==> config.mk <==
export PLATFORM = sky130hd
export DESIGN_NAME = qspi_axi_bridge_flat
export DESIGN_NICKNAME = d
export VERILOG_FILES = /design/src/rtl/qspi_axi_bridge_pkg.sv /design/src/rtl/qspi_axi_bridge_if.sv /design/src/rtl/qspi_axi_bridge.sv /design/src/flat_wrapper.sv
export SDC_FILE = /design/constraint.sdc
export NUM_CORES = 1
export LEC_CHECK = 0
export ABC_AREA = 1
export ABC_CLOCK_PERIOD_IN_PS = 1450
export BUFFER_PORTS_ARGS = -buffer_cell sky130_fd_sc_hd__buf_2
export CAP_MARGIN = 5
export CORE_ASPECT_RATIO = 0.5
export CORE_MARGIN = 2
export CORE_UTILIZATION = 43
export DETAILED_ROUTE_END_ITERATION = 16
export GPL_TIMING_DRIVEN = 0
export PLACE_DENSITY = 0.86
export SYNTH_ARGS = -nofsm -noshare
export SYNTH_HDL_FRONTEND = slang
export SYNTH_SLANG_ARGS = --single-unit
==> constraint.sdc <==
create_clock -name clk -period 1.45 [get_ports clk]
set_clock_uncertainty 0.05 [all_clocks]
set_input_delay 0.29 -clock clk [delete_from_list [all_inputs] [get_ports clk]]
set_output_delay 0.29 -clock clk [all_outputs]
set_load 0.005 [all_outputs]
==> src/rtl/qspi_axi_bridge_pkg.sv <==
// rtl/qspi_axi_bridge_pkg.sv - shared widths, codes and FSM states for the QSPI AXI bridge
package qspi_axi_bridge_pkg;

    localparam int QSPI_CMD_LEN   = 8;
    localparam int QSPI_ADDR_LEN  = 32;
    localparam int QSPI_WDATA_LEN = 32;
    localparam int QSPI_START_LEN = 1;
    localparam int QSPI_RDATA_LEN = 32;
    localparam int QSPI_IDLE_LEN  = 1;
    localparam int TIMER_W        = 16;

    localparam logic [QSPI_CMD_LEN-1:0] DEF_CMD_WREG = 8'h02;
    localparam logic [QSPI_CMD_LEN-1:0] DEF_CMD_RREG = 8'h03;

    localparam logic [1:0]  RESP_OKAY   = 2'b00;
    localparam logic [1:0]  RESP_SLVERR = 2'b10;
    localparam logic [31:0] ERR_RDATA   = 32'hDEAD_BEEF;

    typedef enum logic [2:0] {
        S_IDLE,
        S_ISSUE,
        S_WAIT_ACK,
        S_WAIT_DONE,
        S_WRESP,
        S_RRESP
    } state_t;

    // Clamp a cycle-count parameter into the timer range so huge values saturate rather than wrap.
    function automatic logic [TIMER_W-1:0] timer_limit(input int cycles);
        if (cycles <= 0) return '0;
        if (cycles >= (1 << TIMER_W) - 1) return '1;
        return TIMER_W'(cycles);
    endfunction

    function automatic logic [TIMER_W-1:0] timer_inc(input logic [TIMER_W-1:0] t);
        return (t == '1) ? t : t + TIMER_W'(1);
    endfunction

endpackage

==> src/rtl/qspi_axi_bridge_if.sv <==
// rtl/qspi_axi_bridge_if.sv - AXI4-Lite register bus between the CPU and the QSPI bridge
interface qspi_axi_bridge_if;

    logic [31:0] awaddr;
    logic        awvalid;
    logic        awready;

    logic [31:0] wdata;
    logic [3:0]  wstrb;
    logic        wvalid;
    logic        wready;

    logic [1:0]  bresp;
    logic        bvalid;
    logic        bready;

    logic [31:0] araddr;
    logic        arvalid;
    logic        arready;

    logic [31:0] rdata;
    logic [1:0]  rresp;
    logic        rvalid;
    logic        rready;

    modport master (
        output awaddr, awvalid, wdata, wstrb, wvalid, bready, araddr, arvalid, rready,
        input  awready, wready, bresp, bvalid, arready, rdata, rresp, rvalid
    );

    modport slave (
        input  awaddr, awvalid, wdata, wstrb, wvalid, bready, araddr, arvalid, rready,
        output awready, wready, bresp, bvalid, arready, rdata, rresp, rvalid
    );

endinterface

==> src/rtl/qspi_axi_bridge.sv <==
// rtl/qspi_axi_bridge.sv - AXI4-Lite slave issuing one QSPI register transaction per access
module qspi_axi_bridge
    import qspi_axi_bridge_pkg::*;
#(
    parameter logic [QSPI_CMD_LEN-1:0] CMD_WREG     = DEF_CMD_WREG,
    parameter logic [QSPI_CMD_LEN-1:0] CMD_RREG     = DEF_CMD_RREG,
    parameter int                      ACK_TIMEOUT  = 16,
    parameter int                      DONE_TIMEOUT = 4096
) (
    input  logic                      clk,
    input  logic                      reset,
    qspi_axi_bridge_if.slave          s_axi,
    output logic [QSPI_CMD_LEN-1:0]   qspi_cmd,
    output logic [QSPI_ADDR_LEN-1:0]  qspi_addr,
    output logic [QSPI_WDATA_LEN-1:0] qspi_wdata,
    output logic [QSPI_START_LEN-1:0] qspi_start,
    input  logic [QSPI_RDATA_LEN-1:0] qspi_rdata,
    input  logic [QSPI_IDLE_LEN-1:0]  qspi_idle
);

    localparam logic [TIMER_W-1:0] ACK_LIMIT  = timer_limit(ACK_TIMEOUT);
    localparam logic [TIMER_W-1:0] DONE_LIMIT = timer_limit(DONE_TIMEOUT);

    state_t state, state_next;

    logic [QSPI_CMD_LEN-1:0]   cmd_q;
    logic [QSPI_ADDR_LEN-1:0]  addr_q;
    logic [QSPI_WDATA_LEN-1:0] wdata_q;
    logic [31:0]               rdata_q;
    logic [1:0]                resp_q;
    logic [TIMER_W-1:0]        timer;
    logic                      is_read;
    logic                      write_prio;

    logic idle_now;
    logic wr_pend;
    logic rd_pend;
    logic grant_wr;
    logic grant_rd;
    logic start_c;
    logic unused_bits;

    assign idle_now    = qspi_idle[0];
    assign wr_pend     = s_axi.awvalid && s_axi.wvalid;
    assign rd_pend     = s_axi.arvalid;
    assign unused_bits = ^{s_axi.wstrb, s_axi.awaddr[1:0], s_axi.araddr[1:0]};

    assign qspi_cmd    = cmd_q;
    assign qspi_addr   = addr_q;
    assign qspi_wdata  = wdata_q;
    assign qspi_start  = QSPI_START_LEN'(start_c);

    always_ff @(posedge clk) begin
        if (reset) begin
            state <= S_IDLE;
        end else begin
            state <= state_next;
        end
    end

    always_comb begin
        state_next     = state;
        grant_wr       = 1'b0;
        grant_rd       = 1'b0;
        start_c        = 1'b0;
        s_axi.awready  = 1'b0;
        s_axi.wready   = 1'b0;
        s_axi.arready  = 1'b0;
        s_axi.bvalid   = 1'b0;
        s_axi.rvalid   = 1'b0;
        s_axi.bresp    = resp_q;
        s_axi.rresp    = resp_q;
        s_axi.rdata    = rdata_q;

        case (state)
            S_IDLE: begin
                // Readies follow the grant so AW and W always handshake together and a losing AR waits.
                if (!reset) begin
                    grant_wr = wr_pend && (write_prio || !rd_pend);
                    grant_rd = rd_pend && !grant_wr;
                end
                s_axi.awready = grant_wr;
                s_axi.wready  = grant_wr;
                s_axi.arready = grant_rd;
                if (grant_wr || grant_rd) begin
                    state_next = S_ISSUE;
                end
            end
            S_ISSUE: begin
                if (idle_now) begin
                    start_c    = 1'b1;
                    state_next = S_WAIT_ACK;
                end
            end
            S_WAIT_ACK: begin
                if (!idle_now) begin
                    state_next = S_WAIT_DONE;
                end else if (timer >= ACK_LIMIT) begin
                    state_next = is_read ? S_RRESP : S_WRESP;
                end
            end
            S_WAIT_DONE: begin
                if (idle_now || (timer >= DONE_LIMIT)) begin
                    state_next = is_read ? S_RRESP : S_WRESP;
                end
            end
            S_WRESP: begin
                s_axi.bvalid = 1'b1;
                if (s_axi.bready) begin
                    state_next = S_IDLE;
                end
            end
            S_RRESP: begin
                s_axi.rvalid = 1'b1;
                if (s_axi.rready) begin
                    state_next = S_IDLE;
                end
            end
            default: begin
                state_next = S_IDLE;
            end
        endcase
    end

    always_ff @(posedge clk) begin
        if (reset) begin
            cmd_q      <= '0;
            addr_q     <= '0;
            wdata_q    <= '0;
            rdata_q    <= '0;
            resp_q     <= RESP_OKAY;
            timer      <= '0;
            is_read    <= 1'b0;
            write_prio <= 1'b1;
        end else begin
            case (state)
                S_IDLE: begin
                    if (grant_wr) begin
                        cmd_q   <= CMD_WREG;
                        addr_q  <= QSPI_ADDR_LEN'(s_axi.awaddr[31:2]);
                        wdata_q <= QSPI_WDATA_LEN'(s_axi.wdata);
                        is_read <= 1'b0;
                    end else if (grant_rd) begin
                        cmd_q   <= CMD_RREG;
                        addr_q  <= QSPI_ADDR_LEN'(s_axi.araddr[31:2]);
                        wdata_q <= '0;
                        is_read <= 1'b1;
                    end
                    if (grant_wr || grant_rd) begin
                        write_prio <= ~write_prio;
                    end
                end
                S_ISSUE: begin
                    timer <= '0;
                end
                S_WAIT_ACK: begin
                    if (!idle_now) begin
                        timer <= '0;
                    end else if (timer >= ACK_LIMIT) begin
                        resp_q  <= RESP_SLVERR;
                        rdata_q <= ERR_RDATA;
                    end else begin
                        timer <= timer_inc(timer);
                    end
                end
                S_WAIT_DONE: begin
                    if (idle_now) begin
                        resp_q <= RESP_OKAY;
                        if (is_read) begin
                            rdata_q <= qspi_rdata[31:0];
                        end
                    end else if (timer >= DONE_LIMIT) begin
                        resp_q  <= RESP_SLVERR;
                        rdata_q <= ERR_RDATA;
                    end else begin
                        timer <= timer_inc(timer);
                    end
                end
                default: begin
                end
            endcase
        end
    end

endmodule

==> src/flat_wrapper.sv <==
// flat-port wrapper written by rule: the top's interface ports become plain ports
module qspi_axi_bridge_flat import qspi_axi_bridge_pkg::*;
#(
    parameter logic [QSPI_CMD_LEN-1:0] CMD_WREG     = DEF_CMD_WREG,
    parameter logic [QSPI_CMD_LEN-1:0] CMD_RREG     = DEF_CMD_RREG,
    parameter int                      ACK_TIMEOUT  = 16,
    parameter int                      DONE_TIMEOUT = 4096
)
  (clk, reset, qspi_cmd, qspi_addr, qspi_wdata, qspi_start, qspi_rdata, qspi_idle, s_axi_awaddr, s_axi_awvalid, s_axi_wdata, s_axi_wstrb, s_axi_wvalid, s_axi_bready, s_axi_araddr, s_axi_arvalid, s_axi_rready, s_axi_awready, s_axi_wready, s_axi_bresp, s_axi_bvalid, s_axi_arready, s_axi_rdata, s_axi_rresp, s_axi_rvalid);
  qspi_axi_bridge_if s_axi_i ();
  input  logic clk;
  input  logic reset;
  output logic [QSPI_CMD_LEN-1:0] qspi_cmd;
  output logic [QSPI_ADDR_LEN-1:0] qspi_addr;
  output logic [QSPI_WDATA_LEN-1:0] qspi_wdata;
  output logic [QSPI_START_LEN-1:0] qspi_start;
  input  logic [QSPI_RDATA_LEN-1:0] qspi_rdata;
  input  logic [QSPI_IDLE_LEN-1:0] qspi_idle;
  input wire logic [$bits(s_axi_i.awaddr)-1:0] s_axi_awaddr;
  input wire logic [$bits(s_axi_i.awvalid)-1:0] s_axi_awvalid;
  input wire logic [$bits(s_axi_i.wdata)-1:0] s_axi_wdata;
  input wire logic [$bits(s_axi_i.wstrb)-1:0] s_axi_wstrb;
  input wire logic [$bits(s_axi_i.wvalid)-1:0] s_axi_wvalid;
  input wire logic [$bits(s_axi_i.bready)-1:0] s_axi_bready;
  input wire logic [$bits(s_axi_i.araddr)-1:0] s_axi_araddr;
  input wire logic [$bits(s_axi_i.arvalid)-1:0] s_axi_arvalid;
  input wire logic [$bits(s_axi_i.rready)-1:0] s_axi_rready;
  output wire logic [$bits(s_axi_i.awready)-1:0] s_axi_awready;
  output wire logic [$bits(s_axi_i.wready)-1:0] s_axi_wready;
  output wire logic [$bits(s_axi_i.bresp)-1:0] s_axi_bresp;
  output wire logic [$bits(s_axi_i.bvalid)-1:0] s_axi_bvalid;
  output wire logic [$bits(s_axi_i.arready)-1:0] s_axi_arready;
  output wire logic [$bits(s_axi_i.rdata)-1:0] s_axi_rdata;
  output wire logic [$bits(s_axi_i.rresp)-1:0] s_axi_rresp;
  output wire logic [$bits(s_axi_i.rvalid)-1:0] s_axi_rvalid;
  assign s_axi_i.awaddr = s_axi_awaddr;
  assign s_axi_i.awvalid = s_axi_awvalid;
  assign s_axi_i.wdata = s_axi_wdata;
  assign s_axi_i.wstrb = s_axi_wstrb;
  assign s_axi_i.wvalid = s_axi_wvalid;
  assign s_axi_i.bready = s_axi_bready;
  assign s_axi_i.araddr = s_axi_araddr;
  assign s_axi_i.arvalid = s_axi_arvalid;
  assign s_axi_i.rready = s_axi_rready;
  assign s_axi_awready = s_axi_i.awready;
  assign s_axi_wready = s_axi_i.wready;
  assign s_axi_bresp = s_axi_i.bresp;
  assign s_axi_bvalid = s_axi_i.bvalid;
  assign s_axi_arready = s_axi_i.arready;
  assign s_axi_rdata = s_axi_i.rdata;
  assign s_axi_rresp = s_axi_i.rresp;
  assign s_axi_rvalid = s_axi_i.rvalid;
  qspi_axi_bridge #(.CMD_WREG(CMD_WREG), .CMD_RREG(CMD_RREG), .ACK_TIMEOUT(ACK_TIMEOUT), .DONE_TIMEOUT(DONE_TIMEOUT)) u_core (.clk(clk), .reset(reset), .s_axi(s_axi_i), .qspi_cmd(qspi_cmd), .qspi_addr(qspi_addr), .qspi_wdata(qspi_wdata), .qspi_start(qspi_start), .qspi_rdata(qspi_rdata), .qspi_idle(qspi_idle));
endmodule
Word level (Yosys, flattened, before mapping)
Cells that the tools add are included.

word-level totals
  input bits = 140
  word-level logic and storage cells = 95
  register bits = 127

operators by class
  multiplexer cells = 44
  reductions and logical operators = 19
  bitwise gates (word level) = 1
  $add $sub $neg = 1
  equal/unequal tests = 19
  magnitude comparators = 2

operators with widths
  operator                                                              number
  2-to-1 mux 32 bit                                                     9
  2-to-1 mux 16 bit                                                     5
  one-hot mux 32 bit (2 select lines)                                   1
  one-hot mux 16 bit (3 select lines)                                   1
  2-to-1 mux 3 bit                                                      7
  one-hot mux 3 bit (6 select lines)                                    1
  adder 16 x 1 -> 16 bit (second input constant)                        1
  == test 16 bit (second input constant)                                1
  greater-or-equal comparator 16 x 13 -> 1 bit (second input constant)  1
  greater-or-equal comparator 16 x 5 -> 1 bit (second input constant)   1
  2-to-1 mux 8 bit                                                      2
  2-to-1 mux 1 bit                                                      13
  != test 2 bit (second input constant)                                 6
  != test 3 x 2 -> 1 bit (second input constant)                        3
  2-to-1 mux 2 bit                                                      4
  AND reduction 4 bit                                                   2
  == test 3 x 2 -> 1 bit (second input constant)                        2
  == test 3 bit (second input constant)                                 2
  != test 2 x 1 -> 1 bit (second input constant)                        3
  AND reduction 6 bit                                                   1
  AND reduction 5 bit                                                   1
  logical OR 1 bit                                                      4
  one-hot mux 2 bit (2 select lines)                                    1
  AND reduction 2 bit                                                   2
  8 further kinds                                                       12

Depth between registers and ports, before layout
  word-level depth = 10
  gate-level depth with buffers = 11
  gate-level depth less buffers = 11

Worst setup path before layout
No wires, ideal clock.

  kind = register -> output
  from = register u_core.state[2]
  to = output s_axi_wready
  arrival time = 1.223 ns
  setup slack = -0.113 ns
  cell stages (with the launch flop) = 8
  cell sequence = dfxtp_1 -> inv_2 -> nand3_2 -> inv_1 -> nand2_1 -> nor2_4 -> buf_2 -> buf_4

between the ends
  word-level cells in the longest chain between the ends = 2

RTL lines
  element                 RTL line               RTL
  start, declared         qspi_axi_bridge.sv:24  state_t state, state_next;
  start signal, assigned  qspi_axi_bridge.sv:57  state <= state_next;
  zero test 3 bit         --
  2-to-1 mux 1 bit        --
  end, declared           flat_wrapper.sv:29     output wire logic [$bits(s_axi_i.wready)-1:0] s_axi_wready;

Every way passes these cells.

Final worst setup path
  from = register u_core.timer[8]
  to = register u_core.timer[12]

between the ends
  word-level cells in the longest chain between the ends = 5
  elaborated cells on any way between the ends = 13
  those cells by class = add/sub (1); order compare (2); eq/ne (3); mux (6); reduce/logical (1)

RTL lines
  element                                                          RTL line                                        RTL
  start, declared                                                  qspi_axi_bridge.sv:31                           logic [TIMER_W-1:0] timer;
  start signal, assigned                                           qspi_axi_bridge.sv:163                          timer <= timer_inc(timer);
  start signal, assigned                                           qspi_axi_bridge.sv:176                          timer <= timer_inc(timer);
  adder 16 x 1 -> 16 bit / == test 16 bit (equally long branches)  qspi_axi_bridge_pkg.sv:36                       return (t == '1) ? t : t + TIMER_W'(1);
  2-to-1 mux 16 bit                                                qspi_axi_bridge_pkg.sv:36
  2-to-1 mux 16 bit, on equally long branches                      qspi_axi_bridge.sv:172, qspi_axi_bridge.sv:159
  2-to-1 mux 16 bit, on equally long branches                      qspi_axi_bridge.sv:167, qspi_axi_bridge.sv:157
  one-hot mux 16 bit (3 select lines)                              qspi_axi_bridge.sv:136                          case (state)

Several ways; a longest one is shown, not always the timed one. The select of a mux whose other input is x is not followed.
A chain may end at the register's enable or synchronous reset.

==> flow_summary.json <==
{
  "run_status": "complete, but fails checks",
  "violations": "setup timing",
  "place_area_um2": 6960,
  "place_hpwl_mm": 12.1,
  "routed_wl_mm": 24.3,
  "drt_first_pass_iters": 6,
  "hp-start": "s_axi_wdata[23]",
  "ant_nets": 0,
  "setup_viol": 123,
  "ys_types": 33,
  "timing.setup.tns_ns": -34.54,
  "hold_depth": 2,
  "syn_avg_cell_area_um2": 7.17,
  "fmax_ghz": 0.507,
  "insertedDiodeCount": 0,
  "numCtsBuffers": 17,
  "power.internal_mw": 9.31,
  "clk_path_buf_depth": 2,
  "cts.sinks": 117,
  "rr_endpoint": "u_core.timer[12]",
  "grt_pass1_vias": 6658,
  "synth_flop_cell": "dfxtp_1",
  "place.gp.congestion": 0.866,
  "start_util_pct": 43.7,
  "startpoint_type": "register",
  "cts_tree": "yes",
  "h-tree-depth": 4,
  "ys_warn_count": 0,
  "track_usage_pct": 30.3,
  "cp.required_ns": 1.67,
  "reg2reg_slack_ns": -0.52,
  "drive_gt1_share_pct": 47.8,
  "die_y_um": 84.0,
  "grt_antenna_before_repair": 0,
  "syn_to_final_growth_pct": 65.3,
  "overflow": 0,
  "crit_arrival_ns": 2.19,
  "coreArea_um2": 12600,
  "synth_enable_flop_cells": 0,
  "syn_inst": 767,
  "max_cap_viol_count": 0,
  "worstHoldEndpoint": "u_core.qspi_wdata[23]",
  "swShare_pct": 36.4,
  "worstPathMaxFanout": 7,
  "syn_area_um2": 5500,
  "nets": 1237,
  "rsz0062_at_grt": "yes",
  "drt_iter0_drc": 704,
  "worst_r2r_path_depth": 7,
  "drc": 0,
  "max_slew_margin_pct": 44.0,
  "grt_first_pass_wirelength_mm": 32.8,
  "power_density_nw_per_um2": 1610,
  "power_frac_comb_pct": 40.6,
  "core.rowCount": 29,
  "seq_power_share_pct": 30.5,
  "ys_ff_latch": 117,
  "period_minus_slack_ns": 1.97,
  "final_util_pct": 72.2,
  "finalHoldViolCount": 0,
  "wl_per_cell_um": 19.0,
  "fp.dieW_um": 164,
  "clk_pin_slew_ns": 0.06,
  "root_buffer": "clkbuf_16",
  "design_area_um2": 9090,
  "finalCritPeriodShare_pct": 136,
  "power.switching_mw": 5.32,
  "ios": 254,
  "clkPwrFrac_pct": 28.9,
  "worst_slew_pin_slew_ns": 0.839,
  "numPortBuffers": 234,
  "finalNonFillerCells": 1277,
  "ys_seq_area_share_pct": 42.6,
  "grt_start_max_net_pins": 17,
  "setup_ws_ns": -0.521,
  "dp_cells": 1180,
  "routed_via_density": 5.61,
  "synthArstFlopShare_pct": 0,
  "r2r_start": "u_core.timer[8]",
  "register_area_um2": 2360,
  "irDropWorstVdd_uv": 834,
  "drv_slew": 0,
  "clock_latency_ns": 0.41,
  "multi_input_area_um2": 3100,
  "timing.hold.worst.class": "primary input to register",
  "crit_type": "register to register",
  "fillCellCount": 871,
  "end_kind": "register",
  "dr_total_vias": 7163,
  "p_leak_nw": 4.39,
  "die_area_um2": 13800
}
worst max path at each step:
stage                          from                endpoint  slack (ns)
floorplan           u_core.state[1]  u_core.s_axi.rdata[21]       -0.02
global placement      s_axi_arvalid            s_axi_wready       -0.33
detailed placement  u_core.state[0]            s_axi_wready       -0.35
CTS                 u_core.state[2]            s_axi_wready       -0.32
global route        u_core.timer[8]        u_core.timer[12]       -0.58
finish              u_core.timer[8]        u_core.timer[12]       -0.52
cells in the mapped netlist, types with 2 or more instances:
master,count,area (µm²)
a21oi_1,44,220
a32o_1,32,320
buf_1,3,11.3
buf_2,19,95.1
buf_4,13,97.6
buf_6,3,33.8
clkbuf_1,14,52.6
dfxtp_1,117,2340
ha_1,2,25.0
inv_1,124,465
inv_2,5,18.8
nand2_1,155,582
nand2_2,3,18.8
nand3_1,49,245
nand3_2,2,20.0
nand4_1,9,56.3
nor2_1,53,199
nor2_2,3,18.8
nor2_4,4,45.0
nor3_1,5,25.0
nor4_1,2,12.5
o21ai_0,69,345
o21ai_1,3,15.0
o21bai_1,4,30.0
or2_0,8,50.1
or2_1,11,68.8
or2_2,5,31.3
stage by stage:
step | hold slack [ns] | power [mW] | setup WS [ns]
floorplan | 0.362 | 6.53 | -0.0172
global placement | 0.380 | 7.84 | -0.330
detailed placement | 0.386 | 7.98 | -0.354
CTS | 0.0402 | 13.3 | -0.321
global route | 0.0392 | 15.3 | -0.578
finish | 0.0432 | 14.6 | -0.521
logic make-up (layout without fill, tap and decap cells):
kind of cell | count (synthesis) | count (layout) | synth area share [%]
flip-flops | 117 | 117 | 42.6
other | 1 | 10 | 0.0682
AND/OR/NAND/NOR | 311 | 312 | 25.4
AO/OA/AOI/OAI | 154 | 155 | 17.3
adder cells (fa/ha/maj) | 2 | 2 | 0.455
buffers and inverters | 182 | 511 | 14.2
power groups by stage:
stage / clock network (mW) / logic, mW / registers [mW]
global route: 4.42 / 6.34 / 4.52
CTS: 4.17 / 4.78 / 4.39
detailed placement: 0 / 3.55 / 4.43
finish: 4.24 / 5.93 / 4.46
global placement: 0 / 3.44 / 4.40
floorplan: 0 / 2.06 / 4.47
routing by layer:
layer	wire length (µm)	track usage, %	up-vias
li1	-	-	3108
met1	8440	33.1	3227
met3	2680	7.95	217
met2	11300	52.2	611
met4	1880	19.5	0
met5	0	0	-
layout by cell type, fill, tap and decap left out, drive strengths merged:
master,n
conb,10
o21bai,4
nor3,5
bufbuf,2
or2,24
bufinv,2
dfxtp,117
nor2,60
nand4,9
inv,127
a21oi,46
a32o,32
nor4,2
o21ai,72
a31oi,1
clkinvlp,4
clkinv,5
and2,1
nand2,158
nand3,53
clkbuf,38
buf,333
ha,2
registers in the layout (all words and copies together) (netlist names):
name / flops
u_core.qspi_wdata: 32
u_core.s_axi.rdata: 32
u_core.qspi_addr: 30
u_core.timer: 16
u_core.state: 3
u_core.qspi_cmd: 2
u_core.s_axi.bresp: 1
u_core.write_prio: 1
layout make-up:
class	instances	share of cell area, %
tap	170	2.34
multi-input combinational	479	34.1
clock buffer	22	5.22
sequential	117	26.0
timing repair buffer	301	21.1
buffer	50	4.56
clock inverter	9	1.13
inverter	129	5.59
timing repair:
action	4_1_cts	5_1_grt
buffers inserted	33	28
pin swaps	42	52
resized for setup	163	156
endpoints found under the setup margin	122	123
gates cloned	11	1
hold buffers	0	0
worst max-delay path, cell delays in order (launching register included):
cell and delay, ns:
dfxtp_1 0.52, nand2_2 0.21, nor2_4 0.26, nand3_1 0.20
o21ai_0 0.32, nor2_1 0.13, nor2_1 0.11, nor2_1 0.05
Power figures use the tool's default switching activity.
